**config.mk**
```make
export PLATFORM = sky130hd
export DESIGN_NAME = life_game_stepper_flat
export DESIGN_NICKNAME = d
export VERILOG_FILES = /design/src/rtl/life_game_stepper_if.sv /design/src/rtl/life_game_stepper.sv /design/src/flat_wrapper.sv
export SDC_FILE = /design/constraint.sdc
export NUM_CORES = 1
export LEC_CHECK = 0
export CAP_MARGIN = 0
export CORE_UTILIZATION = 55
export CTS_CLUSTER_SIZE = 24
export DETAILED_ROUTE_END_ITERATION = 8
export PLACE_DENSITY = 0.74
export SYNTH_ARGS = -nofsm -noshare
export SYNTH_HDL_FRONTEND = slang
export SYNTH_SLANG_ARGS = --single-unit
```
**constraint.sdc**
```tcl
create_clock -name clk -period 5.5 [get_ports clk]
set_input_delay 1.1 -clock clk [delete_from_list [all_inputs] [get_ports clk]]
set_output_delay 1.1 -clock clk [all_outputs]
set_load 0.005 [all_outputs]
```
**src/rtl/life_game_stepper_if.sv**
```systemverilog
// rtl/life_game_stepper_if.sv - cell RAM word-port bundle between life_game_stepper and the RAM/bus arbiter
interface life_game_stepper_if #(
    parameter int ADDR_W = 7
) ();
    logic              mem_req;
    logic [ADDR_W-1:0] mem_addr;
    logic              mem_we;
    logic [31:0]       mem_wr_data;
    logic [31:0]       mem_rd_data;

    modport master (
        output mem_req,
        output mem_addr,
        output mem_we,
        output mem_wr_data,
        input  mem_rd_data
    );

    modport slave (
        input  mem_req,
        input  mem_addr,
        input  mem_we,
        input  mem_wr_data,
        output mem_rd_data
    );
endinterface

```
**src/rtl/life_game_stepper.sv**
```systemverilog
// rtl/life_game_stepper.sv - in-place B3/S23 generation stepper over the life-game cell RAM
// Define LG_TORUS_EN for a wrap-around grid; otherwise cells beyond the grid are dead.
module life_game_stepper #(
    parameter int ROWS   = 64,
    parameter int ADDR_W = 7
) (
    input  logic                clk,
    input  logic                rst,
    input  logic                start,
    output logic                busy,
    output logic                done,
    output logic [15:0]         gen_count,
    life_game_stepper_if.master mem
);
    localparam int RW = (ROWS > 1) ? $clog2(ROWS) : 1;
    localparam logic [RW-1:0] LAST_ROW = RW'(ROWS - 1);
    localparam logic [RW-1:0] PEN_ROW  = RW'(ROWS - 2);
    localparam logic [RW:0]   ROW_ONE  = (RW+1)'(1);
    localparam logic [RW:0]   ROW_TWO  = (RW+1)'(2);
`ifdef LG_TORUS_EN
    localparam logic [RW:0]   LAST_EXT   = (RW+1)'(ROWS - 1);
    localparam logic [2:0]    PRIME_LAST = 3'd4;
`else
    localparam logic [2:0]    PRIME_LAST = 3'd2;
`endif

    typedef enum logic [2:0] {IDLE, PRIME, FETCH, WR0, WR1, FIN} state_t;

    state_t            state, state_nx;
    logic [RW-1:0]     row;
    logic [2:0]        phase;
    logic [ADDR_W-1:0] addr_q;
    logic [63:0]       prev_row, cur_row, nxt_row, next_gen, fill_row;
    logic [RW:0]       row_ext, row_p1, row_p2;
`ifdef LG_TORUS_EN
    logic [63:0]       save_row;
    assign fill_row = save_row;
`else
    assign fill_row = '0;
`endif

    assign row_ext = {1'b0, row};
    assign row_p1  = row_ext + ROW_ONE;
    assign row_p2  = row_ext + ROW_TWO;

    function automatic logic [ADDR_W-1:0] word_addr(input logic [RW:0] r, input logic half);
        return ADDR_W'({r, half});
    endfunction

    always_ff @(posedge clk) begin
        if (rst) state <= IDLE;
        else     state <= state_nx;
    end

    always_comb begin
        state_nx = state;
        case (state)
            IDLE:    if (start) state_nx = PRIME;
            PRIME:   if (phase == PRIME_LAST) state_nx = FETCH;
            FETCH:   if (phase == 3'd2) state_nx = WR0;
            WR0:     state_nx = WR1;
            WR1: begin
                if (row == LAST_ROW)     state_nx = FIN;
                else if (row == PEN_ROW) state_nx = WR0;
                else                     state_nx = FETCH;
            end
            FIN:     state_nx = IDLE;
            default: state_nx = IDLE;
        endcase
    end

    always_comb begin
        busy            = (state != IDLE);
        done            = (state == FIN);
        mem.mem_req     = busy;
        mem.mem_we      = (state == WR0) || (state == WR1);
        mem.mem_wr_data = (state == WR1) ? next_gen[63:32] : next_gen[31:0];
    end
    assign mem.mem_addr = addr_q;

    // addr_q always holds the address the RAM port presents during the next cycle;
    // the final PRIME phase already issues row 1's first read, so row 0 enters FETCH at phase 1.
    always_ff @(posedge clk) begin
        if (rst) begin
            row       <= '0;
            phase     <= '0;
            addr_q    <= '0;
            gen_count <= '0;
            prev_row  <= '0;
            cur_row   <= '0;
            nxt_row   <= '0;
`ifdef LG_TORUS_EN
            save_row  <= '0;
`endif
        end else begin
            case (state)
                IDLE: if (start) begin
                    row      <= '0;
                    phase    <= '0;
                    addr_q   <= '0;
                    prev_row <= '0;
                end
                PRIME: begin
                    phase <= (phase == PRIME_LAST) ? 3'd1 : phase + 3'd1;
                    case (phase)
                        3'd0: addr_q <= word_addr('0, 1'b1);
                        3'd1: begin
                            cur_row[31:0] <= mem.mem_rd_data;
`ifdef LG_TORUS_EN
                            save_row[31:0] <= mem.mem_rd_data;
                            addr_q         <= word_addr(LAST_EXT, 1'b0);
`else
                            addr_q         <= word_addr(ROW_ONE, 1'b0);
`endif
                        end
                        3'd2: begin
                            cur_row[63:32] <= mem.mem_rd_data;
`ifdef LG_TORUS_EN
                            save_row[63:32] <= mem.mem_rd_data;
                            addr_q          <= word_addr(LAST_EXT, 1'b1);
`else
                            addr_q          <= word_addr(ROW_ONE, 1'b1);
`endif
                        end
                        3'd3: begin
                            prev_row[31:0] <= mem.mem_rd_data;
                            addr_q         <= word_addr(ROW_ONE, 1'b0);
                        end
                        default: begin
                            prev_row[63:32] <= mem.mem_rd_data;
                            addr_q          <= word_addr(ROW_ONE, 1'b1);
                        end
                    endcase
                end
                FETCH: begin
                    phase <= phase + 3'd1;
                    case (phase)
                        3'd0:    addr_q <= word_addr(row_p1, 1'b1);
                        3'd1:    nxt_row[31:0] <= mem.mem_rd_data;
                        default: begin
                            nxt_row[63:32] <= mem.mem_rd_data;
                            addr_q         <= word_addr(row_ext, 1'b0);
                        end
                    endcase
                end
                WR0: addr_q <= word_addr(row_ext, 1'b1);
                WR1: begin
                    prev_row <= cur_row;
                    cur_row  <= nxt_row;
                    nxt_row  <= fill_row;
                    row      <= row + 1'b1;
                    phase    <= '0;
                    if (row == PEN_ROW)        addr_q <= word_addr(row_p1, 1'b0);
                    else if (row != LAST_ROW)  addr_q <= word_addr(row_p2, 1'b0);
                end
                FIN: gen_count <= gen_count + 16'd1;
                default: ;
            endcase
        end
    end

    // Rows padded by one cell each side: index j+1 is column j.
    always_comb begin : life_rule
        logic [65:0] pe, ce, ne;
        logic [3:0]  n;
`ifdef LG_TORUS_EN
        pe = {prev_row[0], prev_row, prev_row[63]};
        ce = {cur_row[0],  cur_row,  cur_row[63]};
        ne = {nxt_row[0],  nxt_row,  nxt_row[63]};
`else
        pe = {1'b0, prev_row, 1'b0};
        ce = {1'b0, cur_row,  1'b0};
        ne = {1'b0, nxt_row,  1'b0};
`endif
        n        = '0;
        next_gen = '0;
        for (int j = 0; j < 64; j++) begin
            n = 4'(pe[j]) + 4'(pe[j+1]) + 4'(pe[j+2]) + 4'(ce[j]) + 4'(ce[j+2])
              + 4'(ne[j]) + 4'(ne[j+1]) + 4'(ne[j+2]);
            next_gen[j] = (n == 4'd3) || (ce[j+1] && (n == 4'd2));
        end
    end
endmodule

```
**src/flat_wrapper.sv**
```systemverilog
// flat-port wrapper written by rule: the top's interface ports become plain ports
module life_game_stepper_flat 
#(
    parameter int ROWS   = 64,
    parameter int ADDR_W = 7
)
  (clk, rst, start, busy, done, gen_count, mem_mem_req, mem_mem_addr, mem_mem_we, mem_mem_wr_data, mem_mem_rd_data);
  life_game_stepper_if #(.ADDR_W(ADDR_W)) mem_i ();
  input  logic clk;
  input  logic rst;
  input  logic start;
  output logic busy;
  output logic done;
  output logic [15:0] gen_count;
  output wire logic [$bits(mem_i.mem_req)-1:0] mem_mem_req;
  output wire logic [$bits(mem_i.mem_addr)-1:0] mem_mem_addr;
  output wire logic [$bits(mem_i.mem_we)-1:0] mem_mem_we;
  output wire logic [$bits(mem_i.mem_wr_data)-1:0] mem_mem_wr_data;
  input wire logic [$bits(mem_i.mem_rd_data)-1:0] mem_mem_rd_data;
  assign mem_mem_req = mem_i.mem_req;
  assign mem_mem_addr = mem_i.mem_addr;
  assign mem_mem_we = mem_i.mem_we;
  assign mem_mem_wr_data = mem_i.mem_wr_data;
  assign mem_i.mem_rd_data = mem_mem_rd_data;
  life_game_stepper #(.ROWS(ROWS), .ADDR_W(ADDR_W)) u_core (.clk(clk), .rst(rst), .start(start), .busy(busy), .done(done), .gen_count(gen_count), .mem(mem_i));
endmodule
```
== Word level (Yosys, flattened, before mapping) ==
Cells that the tools add are included.
Word-level totals
  bits of input ports: 35
  output and inout port bits: 59
  logic and storage cells: 784
  register bits: 227
Cells by class
  reductions and logical operators: 151
  muxes and demuxes: 27
  equality and inequality tests: 149
  add/sub/neg operators: 446
Operators by type and width (count)
  adder 4 x 1 -> 4 bit: 378
  == test 4 x 2 -> 1 bit (second input constant): 128
  case mux 64 bit (2 select lines): 2
  two-way mux 32 bit: 6
  case mux 64 bit (3 select lines): 1
  adder 1 x 1 -> 2 bit: 63
  logical OR 1 bit: 65
  logical AND 1 bit: 64
  two-way mux 64 bit: 1
  case mux 7 bit (5 select lines): 1
  two-way mux 7 bit: 3
  two-way mux 3 bit: 6
  adder 16 x 1 -> 16 bit (second input constant): 1
  case mux 3 bit (5 select lines): 1
  case mux 7 bit (2 select lines): 1
  adder 6 x 1 -> 6 bit (second input constant): 2
  == test 3 x 2 -> 1 bit (second input constant): 4
  == test 6 bit (second input constant): 2
  case mux 3 bit (4 select lines): 1
  case mux 6 bit (2 select lines): 1
  AND reduction 2 bit: 6
  != test 2 x 1 -> 1 bit (second input constant): 5
  AND reduction 3 bit: 3
  != test 2 bit (second input constant): 4
  17 further kinds: 24

== Depth between registers and ports, before layout ==
Gate-level depths: netlist of the first run.
  depth in word-level cells: 11
  depth in mapped cells: 12
  mapped depth without buffers: 12

== Least setup slack after synthesis of the first run ==
No wires, ideal clock.
  path type: register -> output
  start point: register u_core.prev_row[58]
  end point: output port mem_mem_wr_data[27]
  data required time: 4.400 ns
  setup slack: 1.222 ns
  data arrival time: 3.178 ns
  stages on the path, launching flop included: 13
  buffers on the path: 0
  cell sequence: dfxtp_1 ha_1 inv_1 fa_1 fa_1 inv_1 fa_1 inv_1 fa_1 a2111oi_0 a21oi_1 or4_1 o41ai_1
Between the ends
  word-level cells in the longest chain between the ends: 11
  elaborated cells between the ends (all ways): 12
  classes of those cells: add/sub (7); eq/ne (2); mux (1); reduce/logical (2)
Ends and longest elaborated chain
  from (decl): line life_game_stepper.sv:33  | logic [63:0] prev_row, cur_row, nxt_row, next_gen, fill_row;
  from (signal assigned): line life_game_stepper.sv:130  | prev_row[63:32] <= mem.mem_rd_data;
  from (signal assigned): line life_game_stepper.sv:148  | prev_row <= cur_row;
  adder 1 x 1 -> 2 bit *: line life_game_stepper.sv:178  | n = 4'(pe[j]) + 4'(pe[j+1]) + 4'(pe[j+2]) + 4'(ce[j]) + 4'(ce[j+2])
  adder 4 x 1 -> 4 bit * (3 in series): line life_game_stepper.sv:178
  adder 4 x 1 -> 4 bit * (3 in series): line life_game_stepper.sv:179  | + 4'(ne[j]) + 4'(ne[j+1]) + 4'(ne[j+2]);
  == test 4 x 2 -> 1 bit: line life_game_stepper.sv:180  | next_gen[j] = (n == 4'd3) || (ce[j+1] && (n == 4'd2));
  logical AND 1 bit: line life_game_stepper.sv:180
  logical OR 1 bit *: line life_game_stepper.sv:180
  two-way mux 32 bit *: line life_game_stepper.sv:77  | mem.mem_wr_data = (state == WR1) ? next_gen[63:32] : next_gen[31:0];
  to (decl): line flat_wrapper.sv:18  | output wire logic [$bits(mem_i.mem_wr_data)-1:0] mem_mem_wr_data;
Every way passes the cells marked *; elsewhere a longest branch is shown, timed or not.

== Worst setup path after layout of the first run ==
  start point: register u_core.prev_row[38]
  end point: output port mem_mem_wr_data[7]
The elaborated chain is that of the path after synthesis.

==> flow_metrics.tcl, run 1 <==
set metrics [dict create \
    status "complete, no violations" \
    synthArstFlopShare_pct 0 \
    final_cell_mix "inv_1, fa_1, nand2_1" \
    route.detailed.drc 0 \
    cp_max_fo 3 \
    via_per_inst 5.70 \
    syn-mean-instance-area_um2 8.49 \
    final.period_utilization_pct 97.6 \
    r2r_slack_ns 2.21 \
    gr-usage-all-layers_pct 27.4 \
    ys_types 58 \
    clkSlewWorstSetupHoldPaths_ns 0.07 \
    ir_drop_v 0.000211 \
    place_area_mm2 0.0221 \
    drtAntennaViolNets 0 \
    worst_setup_path_end_kind "output port" \
    final.setup.tns_ns 0 \
    grt-ovfl-total 0 \
    portBuffers 93 \
    nets 2963 \
    synthMuxAreaShare_pct 0.102 \
    synth_fp_nets 2932 \
    synth_adder_area_share_pct 36.2 \
    clockRootBuffer "clkbuf_16" \
    tightest_slew_ns 1.15 \
    slew-limit-headroom_pct 23.2 \
    htreeDepth 1 \
    post_cts_buffers 0 \
    ff2ff_path_depth 8 \
    power_density_mw_per_mm2 222 \
    r2r-end "u_core.cur_row[42]$_SDFFE_PP0P_" \
    dp_hpwl_mm 37.4 \
    drt_pass1_iterations 5 \
    start_util_pct 56.4 \
    cts_hold_buf 0 \
    grt_pass1_wl_mm 86.5 \
    startpoint_type "flop" \
    die_area_mm2 0.0386 \
    min_to "u_core.nxt_row[0]$_SDFFE_PP0P_" \
    synth-simple-area-share_pct 10.9 \
    fin_crit_ns 5.37 \
    vias 17086 \
    final_area_mm2 0.0231 \
    syn-cell-area_mm2 0.0208 \
    finalNonFillerCells 3000 \
    hold_path_class "flop to flop" \
    worst_ep_arrival_time_ns 4.27 \
    rsz0062_at_grt "false" \
    gp_congestion 0.859 \
    worstReg2RegStart "u_core.state[2]$_SDFFE_PP0P_" \
    synthXorXnorAreaFrac_pct 0.801 \
    wl_per_cell_um 17.2 \
    hold-worst-slack_ns 0.474 \
    holdCritStartpoint "u_core.nxt_row[0]$_SDFFE_PP0P_" \
    grt_start_max_net_pins 67 \
    drtIter0Drc 1255 \
    fin_skew_ns 0.00931 \
    final-hold-violation-count 0 \
    ys_warn_count 0 \
    clock_latency_ns 0.53 \
    fmax_mhz 186 \
    maxCapViolCount 0 \
    drv_slew 0 \
    cts_sinks 227 \
    fp.dieH_um 196 \
    dp.cells 2955 \
    clockBufferDepth 3 \
    die_w_um 196 \
    worstPathRequired_ns 4.40 \
    yosysSeqAreaShare_pct 21.9 \
    synth_compound_area_share_pct 16.8 \
    final_common_cell "inv_1" \
    grt_pass1_vias 17553 \
    leakagePower_nw 10.0 \
    setup.worst_path.class "flop to output port" \
    num_rows 70 \
    ys_ff_latch 227 \
    postSynthCellCount 2447 \
    synth_edf_count 0 \
    hold_depth 2 \
    n_antenna_cell 0 \
    synthToLayoutAreaGrowth_pct 11.2 \
    cts_resized 32 \
    finalSetupViolations 0 \
    synth-main-ff-cell "dfxtp_1" \
    numCtsBuffers 25 \
    io_pins 94 \
    finalWirelength_mm 51.6 \
    drive_gt1_share_pct 3.77 \
    antenna_found_initial 0 \
    coreArea_mm2 0.0369 \
    synth_top_family_by_area "adder cells" \
    cts_tree "yes" \
]
[Yosys cell counts, types with 2 or more instances]
| master | count | area share (%) |
|---|---|---|
| dfxtp_1 | 227 | 22 |
| buf_1 | 7 | 0.13 |
| nor2b_1 | 31 | 0.93 |
| o41ai_1 | 33 | 1.4 |
| a2111oi_0 | 35 | 1.5 |
| nand2_1 | 241 | 4.4 |
| a211oi_1 | 69 | 2.5 |
| or3_1 | 5 | 0.15 |
| buf_4 | 4 | 0.14 |
| nand2b_1 | 5 | 0.15 |
| o21ai_0 | 13 | 0.31 |
| o22ai_1 | 3 | 0.090 |
| ha_1 | 198 | 12 |
| or4_1 | 32 | 1.2 |
| o21bai_1 | 2 | 0.072 |
| xnor2_1 | 13 | 0.55 |
| a22o_1 | 6 | 0.25 |
| and2b_1 | 2 | 0.072 |
| a221oi_1 | 32 | 1.3 |
| inv_1 | 610 | 11 |
| and2_1 | 2 | 0.060 |
| a22oi_1 | 97 | 3.5 |
| nor3_1 | 7 | 0.17 |
| nor4_1 | 2 | 0.060 |
| o31a_1 | 2 | 0.084 |
| a21oi_1 | 181 | 4.4 |
| a21o_1 | 2 | 0.072 |
| buf_2 | 36 | 0.87 |
| o2111ai_1 | 2 | 0.084 |
| nand3_1 | 14 | 0.34 |
| a31oi_1 | 28 | 0.84 |
| o21a_1 | 2 | 0.072 |
| and3_1 | 4 | 0.12 |
| nor2_1 | 158 | 2.9 |
| and2_0 | 2 | 0.060 |
| fa_1 | 252 | 24 |
| xor2_1 | 6 | 0.25 |
| clkbuf_1 | 62 | 1.1 |
[final cells by class]
| cell class | instances | area [µm²] |
|---|---|---|
| tap | 504 | 631 |
| clock buffer | 32 | 702 |
| timing repair buffer | 114 | 1130 |
| sequential | 227 | 4550 |
| inverter | 610 | 2290 |
| fill | 3129 | 13800 |
| multi-input combinational | 1500 | 13600 |
| clock inverter | 13 | 218 |
[worst max-delay path, stage by stage (launching register included)]
cell	delay (ns)
dfxtp_1	0.34
ha_1	0.29
inv_1	0.07
fa_1	0.42
fa_1	0.49
inv_1	0.05
fa_1	0.37
inv_1	0.08
fa_1	0.39
or4_1	0.56
o41ai_1	0.10
clkdlybuf4s50_1	0.58
[worst max path at each step]
stage	startpoint	end	slack [ns]	cells after the start
after floorplan	u_core.prev_row[58]$_SDFFE_PP0P_	mem_mem_wr_data[27]	1.22	12
after global placement	u_core.prev_row[53]$_SDFFE_PP0P_	mem_mem_wr_data[22]	0.53	13
after detailed placement	u_core.prev_row[54]$_SDFFE_PP0P_	mem_mem_wr_data[22]	0.39	13
after CTS	u_core.prev_row[36]$_SDFFE_PP0P_	mem_mem_wr_data[5]	0.003	11
after global routing	u_core.prev_row[59]$_SDFFE_PP0P_	mem_mem_wr_data[27]	0.02	13
final	u_core.prev_row[38]$_SDFFE_PP0P_	mem_mem_wr_data[7]	0.13	11
[stage by stage]
step                      power, mW  worst slack (ns)  utilization, %
after floorplan                2.85              1.22               -
final                          5.14             0.134            62.7
after global placement         3.18             0.529            59.9
after global routing           5.47            0.0157            62.7
after detailed placement       3.27             0.389            59.9
after CTS                      5.16           0.00281            62.4
[kinds of logic after synthesis]
logic type	count (synthesis)
xor+xnor	19
fa+ha+maj	450
buf+inv	720
compound gates	515
mux	2
simple gates	514
flops	227
[power breakdown]
part / switching [mW] / total, mW / internal, mW
clock: 0.722 / 1.90 / 1.18
combinational: 0.855 / 1.42 / 0.562
sequential: 0.0978 / 1.82 / 1.73
total: 1.67 / 5.14 / 3.47
[per-layer routing]
metal / share of wire (%) / track usage, %
met5: 0 / 0
met4: 2.1 / 7.38
met3: 5.6 / 2.45
met2: 50 / 48.3
met1: 42 / 36.0
[state kept, by name, indices dropped and copies added, names as in the netlist]
name                 flops
u_core.cur_row          64
u_core.gen_count        16
u_core.mem.mem_addr      7
u_core.nxt_row          64
u_core.phase             3
u_core.prev_row         64
u_core.row               6
u_core.state             3
Note: power is estimated with default switching activity, not from simulation.
==> run 2: changes to the inputs <==
--- a/config.mk
+++ b/config.mk
@@ -6,6 +6,7 @@
 export NUM_CORES = 1
 export LEC_CHECK = 0
 export CAP_MARGIN = 0
+export CORE_MARGIN = 8
 export CORE_UTILIZATION = 55
 export CTS_CLUSTER_SIZE = 24
 export DETAILED_ROUTE_END_ITERATION = 8
==> constraint.sdc (replaced) <==
create_clock -name clk -period 6.7 [get_ports clk]
set_input_delay 1.34 -clock clk [delete_from_list [all_inputs] [get_ports clk]]
set_output_delay 1.34 -clock clk [all_outputs]
set_load 0.005 [all_outputs]
==> run 2 against run 1 <==
  * Worst setup slack better by 0.70 ns
  * Critical path type unchanged
  * Largest power group unchanged
  * Global-route usage is 4.2 points lower
  * Clock power is 18% lower
  * Final area is 0.54% lower
  * Combinational power is 19% lower
  * Via count is 0.94% lower
  * Hold slack better by 0.0075 ns
  * Final cell count is 0.17% higher
  * Sequential power is 18% lower
  * Clock skew hardly changed
  * First-iteration DRC count is 20% lower
  * Register-to-register slack better by 1.0 ns
==> flow_metrics.tcl, run 2 (synthesis gave the netlist of run 1 again) <==
set metrics [dict create \
    synthToLayoutAreaGrowth_pct 10.6 \
    cp_num_buf_inv 4 \
    switchingPower_mw 1.35 \
    r2r-end "u_core.cur_row[51]$_SDFFE_PP0P_" \
    clkSlewWorstSetupHoldPaths_ns 0.06 \
    maxCapViolCount 0 \
    setup_ws_ns 0.832 \
    top_regs "u_core.cur_row: 64 flops, u_core.nxt_row: 64 flops, u_core.prev_row: 64 flops" \
    startpoint_type "flop" \
    dp.cells 2959 \
    final.period_utilization_pct 87.6 \
    fill_cells 3188 \
    drv_slew 0 \
    min_to "u_core.mem.mem_addr[0]$_SDFFE_PP0P_" \
    place_area_mm2 0.0220 \
    dp_slack_ns 1.37 \
    finalWirelength_mm 51.1 \
    worst_ep_arrival_time_ns 4.53 \
    tightest_slew_ns 1.14 \
    vias 16926 \
    post_cts_buffers 0 \
    drive_gt1_share_pct 3.17 \
    fmax_mhz 170 \
    cts_hold_buf 0 \
    clock_power_share_pct 36.9 \
    worstPathRequired_ns 5.36 \
    hold-worst-slack_ns 0.482 \
    hold_path_class "flop to flop" \
    finalSetupViolations 0 \
    finalNonFillerCells 3005 \
    cts_tree "yes" \
    worstReg2RegStart "u_core.state[0]$_SDFFE_PP0P_" \
    die_w_um 210 \
    drtIter0Drc 1008 \
    num_rows 71 \
    drt_pass1_iterations 7 \
    io_pins 94 \
    final-hold-violation-count 0 \
    cts_resized 0 \
    grt_pass1_wl_mm 86.2 \
    crit_family "adder cells" \
    n_antenna_cell 0 \
    portBuffers 93 \
    p_seq_share_pct 35.8 \
    antenna_found_initial 0 \
    nets 2961 \
    rsz0062_at_grt "false" \
    gr-usage-all-layers_pct 23.2 \
    numCtsBuffers 26 \
    clockBufferDepth 3 \
    hold_depth 2 \
    critPathMaxStageDelay_ns 0.63 \
    ir_drop_v 0.000172 \
    slew-limit-headroom_pct 24.0 \
    via_per_inst 5.63 \
    final_area_mm2 0.0230 \
    setup.worst_path.class "flop to output port" \
    r2r_slack_ns 3.22 \
    status "complete, no violations" \
    grt-ovfl-total 0 \
    final.setup.tns_ns 0 \
    leakagePower_nw 9.66 \
    grt_start_max_net_pins 89 \
    worst_setup_path_end_kind "output port" \
    wl_per_cell_um 17.0 \
    cpMaxStageDelayCell "clkdlybuf4s50_1" \
    final_common_cell "inv_1" \
    clockRootBuffer "clkbuf_16" \
    ff2ff_path_depth 7 \
    die_area_mm2 0.0443 \
    fp.dieH_um 210 \
    gp_congestion 0.836 \
    path_cells "ha_1, inv_1, fa_1, fa_1, inv_1, fa_1, inv_1, fa_1, a2111oi_0, a21oi_1, or4_1, o41ai_1, clkdlybuf4s50_1" \
    fin_skew_ns 0.00957 \
    final_cell_mix "inv_1, fa_1, nand2_1" \
    cp_max_fo 3 \
    htreeDepth 1 \
    dp_hpwl_mm 37.5 \
    power_density_mw_per_mm2 183 \
    cp_common_cell "fa_1" \
    clock_latency_ns 0.53 \
    route.detailed.drc 0 \
    start_util_pct 55.6 \
    coreArea_mm2 0.0374 \
    drtAntennaViolNets 0 \
    swShare_pct 32.2 \
    fin_crit_ns 5.87 \
    holdCritStartpoint "u_core.mem.mem_addr[0]$_SDFFE_PP0P_" \
    p_int_mw 2.85 \
    grt_pass1_vias 17725 \
    utilization_pct 61.5 \
    power_frac_comb_pct 27.4 \
    cts_sinks 227 \
    power_mw 4.20 \
]
==> run 2: worst max path at each step <==
| stage | startpoint | end | cells after the start |
|---|---|---|---|
| 3_3_place_gp | u_core.prev_row[58]$_SDFFE_PP0P_ | mem_mem_wr_data[27] | 13 |
| 5_1_grt | u_core.prev_row[44]$_SDFFE_PP0P_ | mem_mem_wr_data[13] | 13 |
| 4_1_cts | u_core.prev_row[54]$_SDFFE_PP0P_ | mem_mem_wr_data[22] | 13 |
| 6_report | u_core.prev_row[54]$_SDFFE_PP0P_ | mem_mem_wr_data[22] | 13 |
| 2_1_floorplan | u_core.prev_row[58]$_SDFFE_PP0P_ | mem_mem_wr_data[27] | 12 |
| 3_5_place_dp | u_core.prev_row[54]$_SDFFE_PP0P_ | mem_mem_wr_data[22] | 13 |
==> run 2: final cells by class <==
cell class	instances	area [µm²]	area share [%]
clock inverters	13	199	0.866
inverters	610	2290	9.96
well taps	511	639	2.78
clock buffers	33	738	3.21
multi-input cells	1500	13500	58.8
repair buffers	111	1060	4.63
flip-flops and latches	227	4540	19.8
==> run 2: tightest hold or removal path, delay by kind of cell (launching register included) <==
kind / cells / cell delay [ns]
AOI/OAI and AO/OA: 1 / 0.06
DFF: 1 / 0.31
and+or+nand+nor: 1 / 0.05
==> run 2: power groups by stage <==
stage / Clock [mW] / Combinational, mW / Sequential [mW]
final: 1.55 / 1.15 / 1.50
after global routing: 1.63 / 1.35 / 1.51
after CTS: 1.57 / 1.16 / 1.50
after detailed placement: 0 / 1.15 / 1.53
after global placement: 0 / 1.08 / 1.53
after floorplan: 0 / 0.840 / 1.50
==> run 2: metal layers <==
metal	GRT usage, %	vias up	part of all wire (%)
met4	6.68	0	2.1
met3	2.99	78	5.8
met2	40.6	494	50
met5	0	-	0
li1	-	7998	-
met1	29.7	8356	42
==> run 3: changes to the inputs <==
--- a/config.mk
+++ b/config.mk
@@ -10,7 +10,7 @@
 export CORE_UTILIZATION = 55
 export CTS_CLUSTER_SIZE = 24
 export DETAILED_ROUTE_END_ITERATION = 8
-export PLACE_DENSITY = 0.74
+export PLACE_DENSITY_LB_ADDON = 0.3
 export SYNTH_ARGS = -nofsm -noshare
 export SYNTH_HDL_FRONTEND = slang
 export SYNTH_SLANG_ARGS = --single-unit
==> run 3 against run 2 <==
  * Die area unchanged
  * Via count about the same
  * Clock skew is 0.0099 ns higher
  * Clock power down 5%
  * Global-route usage about the same
  * Hold slack lost 0.014 ns
  * Non-clock buffer count shrank 2
  * Clock-buffer cell count increased by 3
  * Critical endpoint is now mem_mem_wr_data[18]
  * Largest power group is now registers
  * Highest routed layer unchanged
==> flow_metrics.tcl, run 3 (synthesis gave the netlist of run 1 again) <==
set metrics [dict create \
    status "complete, no violations" \
    gp_congestion 0.863 \
    num_rows 71 \
    tightest_slew_ns 1.06 \
    final_common_cell "inv_1" \
    startpoint_type "flop" \
    leakagePower_nw 9.63 \
    ir_drop_v 0.000169 \
    clockRootBuffer "clkbuf_16" \
    multi_input_area_mm2 0.0135 \
    setup_ws_ns 0.821 \
    finalWirelength_mm 50.6 \
    power_density_mw_per_mm2 179 \
    grt_pass1_wl_mm 86.3 \
    fin_crit_ns 5.88 \
    drt_pass1_iterations 5 \
    final.period_utilization_pct 87.7 \
    hold_path_class "flop to flop" \
    dp_hpwl_mm 37.3 \
    start_util_pct 55.6 \
    cp_max_fo 3 \
    fin_skew_ns 0.0195 \
    rsz0062_at_grt "false" \
    slew-limit-headroom_pct 29.1 \
    top_regs "u_core.cur_row: 64 flops, u_core.nxt_row: 64 flops, u_core.prev_row: 64 flops" \
    route.detailed.drc 0 \
    drtAntennaViolNets 0 \
    nets 2960 \
    coreArea_mm2 0.0374 \
    vias 16934 \
    drv_slew 0 \
    via_per_inst 5.63 \
    die_area_mm2 0.0443 \
    worst_ep_arrival_time_ns 4.54 \
    portBuffers 93 \
    htreeDepth 1 \
    finalSetupViolations 0 \
    worstPathRequired_ns 5.36 \
    drtIter0Drc 972 \
    fp.dieH_um 210 \
    wl_per_cell_um 16.8 \
    worst_setup_path_end_kind "output port" \
    final-hold-violation-count 0 \
    io_pins 94 \
    gr-usage-all-layers_pct 23.2 \
    final.setup.tns_ns 0 \
    fmax_mhz 170 \
    setup.worst_path.class "flop to output port" \
    cts_hold_buf 0 \
    cts_resized 0 \
    grt_pass1_vias 17779 \
    clock_latency_ns 0.54 \
    grt_start_max_net_pins 86 \
    drive_gt1_share_pct 3.17 \
    die_w_um 210 \
    dp_slack_ns 1.36 \
    final_cell_mix "inv_1, fa_1, nand2_1" \
    grtUsageMet2_pct 41.2 \
    synthToLayoutAreaGrowth_pct 10.4 \
    post_cts_buffers 0 \
    grt-ovfl-total 0 \
    clockBufferDepth 3 \
    numCtsBuffers 27 \
    cts_sinks 227 \
    cts_tree "yes" \
    gr-max-usage-layer "met2" \
    use_met1_pct 29.6 \
    seq_area_mm2 0.00454 \
    maxCapViolCount 0 \
    fill_cells 3191 \
    clkSlewWorstSetupHoldPaths_ns 0.06 \
    use_met3_pct 2.93 \
    antenna_found_initial 1 \
]
run 3: cell count changes in the layout (fill, tap and decap cells not counted), sizes merged:
| cell | previous run | this run |
|---|---|---|
| diode | 0 | 1 |
| clkinv | 6 | 7 |
| buf | 19 | 17 |
| bufinv | 5 | 2 |
| inv | 610 | 611 |
| clkbuf | 33 | 36 |
run 3: per-stage QoR:
step | std cells | util [%] | total power [mW] | hold WS, ns | area (µm²)
2_1_floorplan | 2447 | - | 2.34 | 0.450 | 20800
3_3_place_gp | 2957 | 58.9 | 2.61 | 0.450 | 22000
3_5_place_dp | 2957 | 58.9 | 2.68 | 0.455 | 22000
4_1_cts | 3005 | 61.3 | 4.14 | 0.469 | 22900
5_1_grt | 3006 | 61.3 | 4.41 | 0.474 | 22900
6_report | 3006 | 61.3 | 4.11 | 0.468 | 22900
run 3: final timing paths:
check | start | end | slack, ns | depth (start not counted)
worst max-delay path | u_core.prev_row[49]$_SDFFE_PP0P_ | mem_mem_wr_data[18] | 0.82 | 13
worst min-delay path | u_core.mem.mem_addr[0]$_SDFFE_PP0P_ | u_core.mem.mem_addr[0]$_SDFFE_PP0P_ | 0.47 | 2
worst max register to register | u_core.state[0]$_SDFFE_PP0P_ | u_core.cur_row[7]$_SDFFE_PP0P_ | 3.32 | 7
worst min register to register | u_core.mem.mem_addr[0]$_SDFFE_PP0P_ | u_core.mem.mem_addr[0]$_SDFFE_PP0P_ | 0.47 | 2
run 3: where the power goes:
group | internal, mW | leakage, nW | total [mW] | switching [mW]
sequential | 1.42 | 1.84 | 1.50 | 0.0846
combinational | 0.462 | 7.35 | 1.14 | 0.682
clock | 0.879 | 0.440 | 1.47 | 0.587
total | 2.76 | 9.63 | 4.11 | 1.35
run 3: worst max-delay path, stage by stage (launching register included):
cell and delay (ns):
dfxtp_1 0.32, ha_1 0.27, inv_1 0.04, fa_1 0.49
fa_1 0.41, inv_1 0.07, fa_1 0.18, inv_1 0.06
fa_1 0.39, a2111oi_0 0.49, a21oi_1 0.10, or4_1 0.52
o41ai_1 0.09, clkdlybuf4s50_1 0.57
run 3: layout make-up:
type	instances	area share [%]
clock buffers	36	3.35
inverters	610	9.98
clock inverters	12	0.518
well taps	511	2.79
multi-input cells	1500	58.9
diodes	1	0.0109
flip-flops and latches	227	19.8
repair buffers	109	4.63
run 3: routing by layer:
metal / up-vias / part of all wire [%]
met5: - / 0
met4: 0 / 2.1
met3: 78 / 5.6
met2: 439 / 50
met1: 8418 / 42
li1: 7999 / -
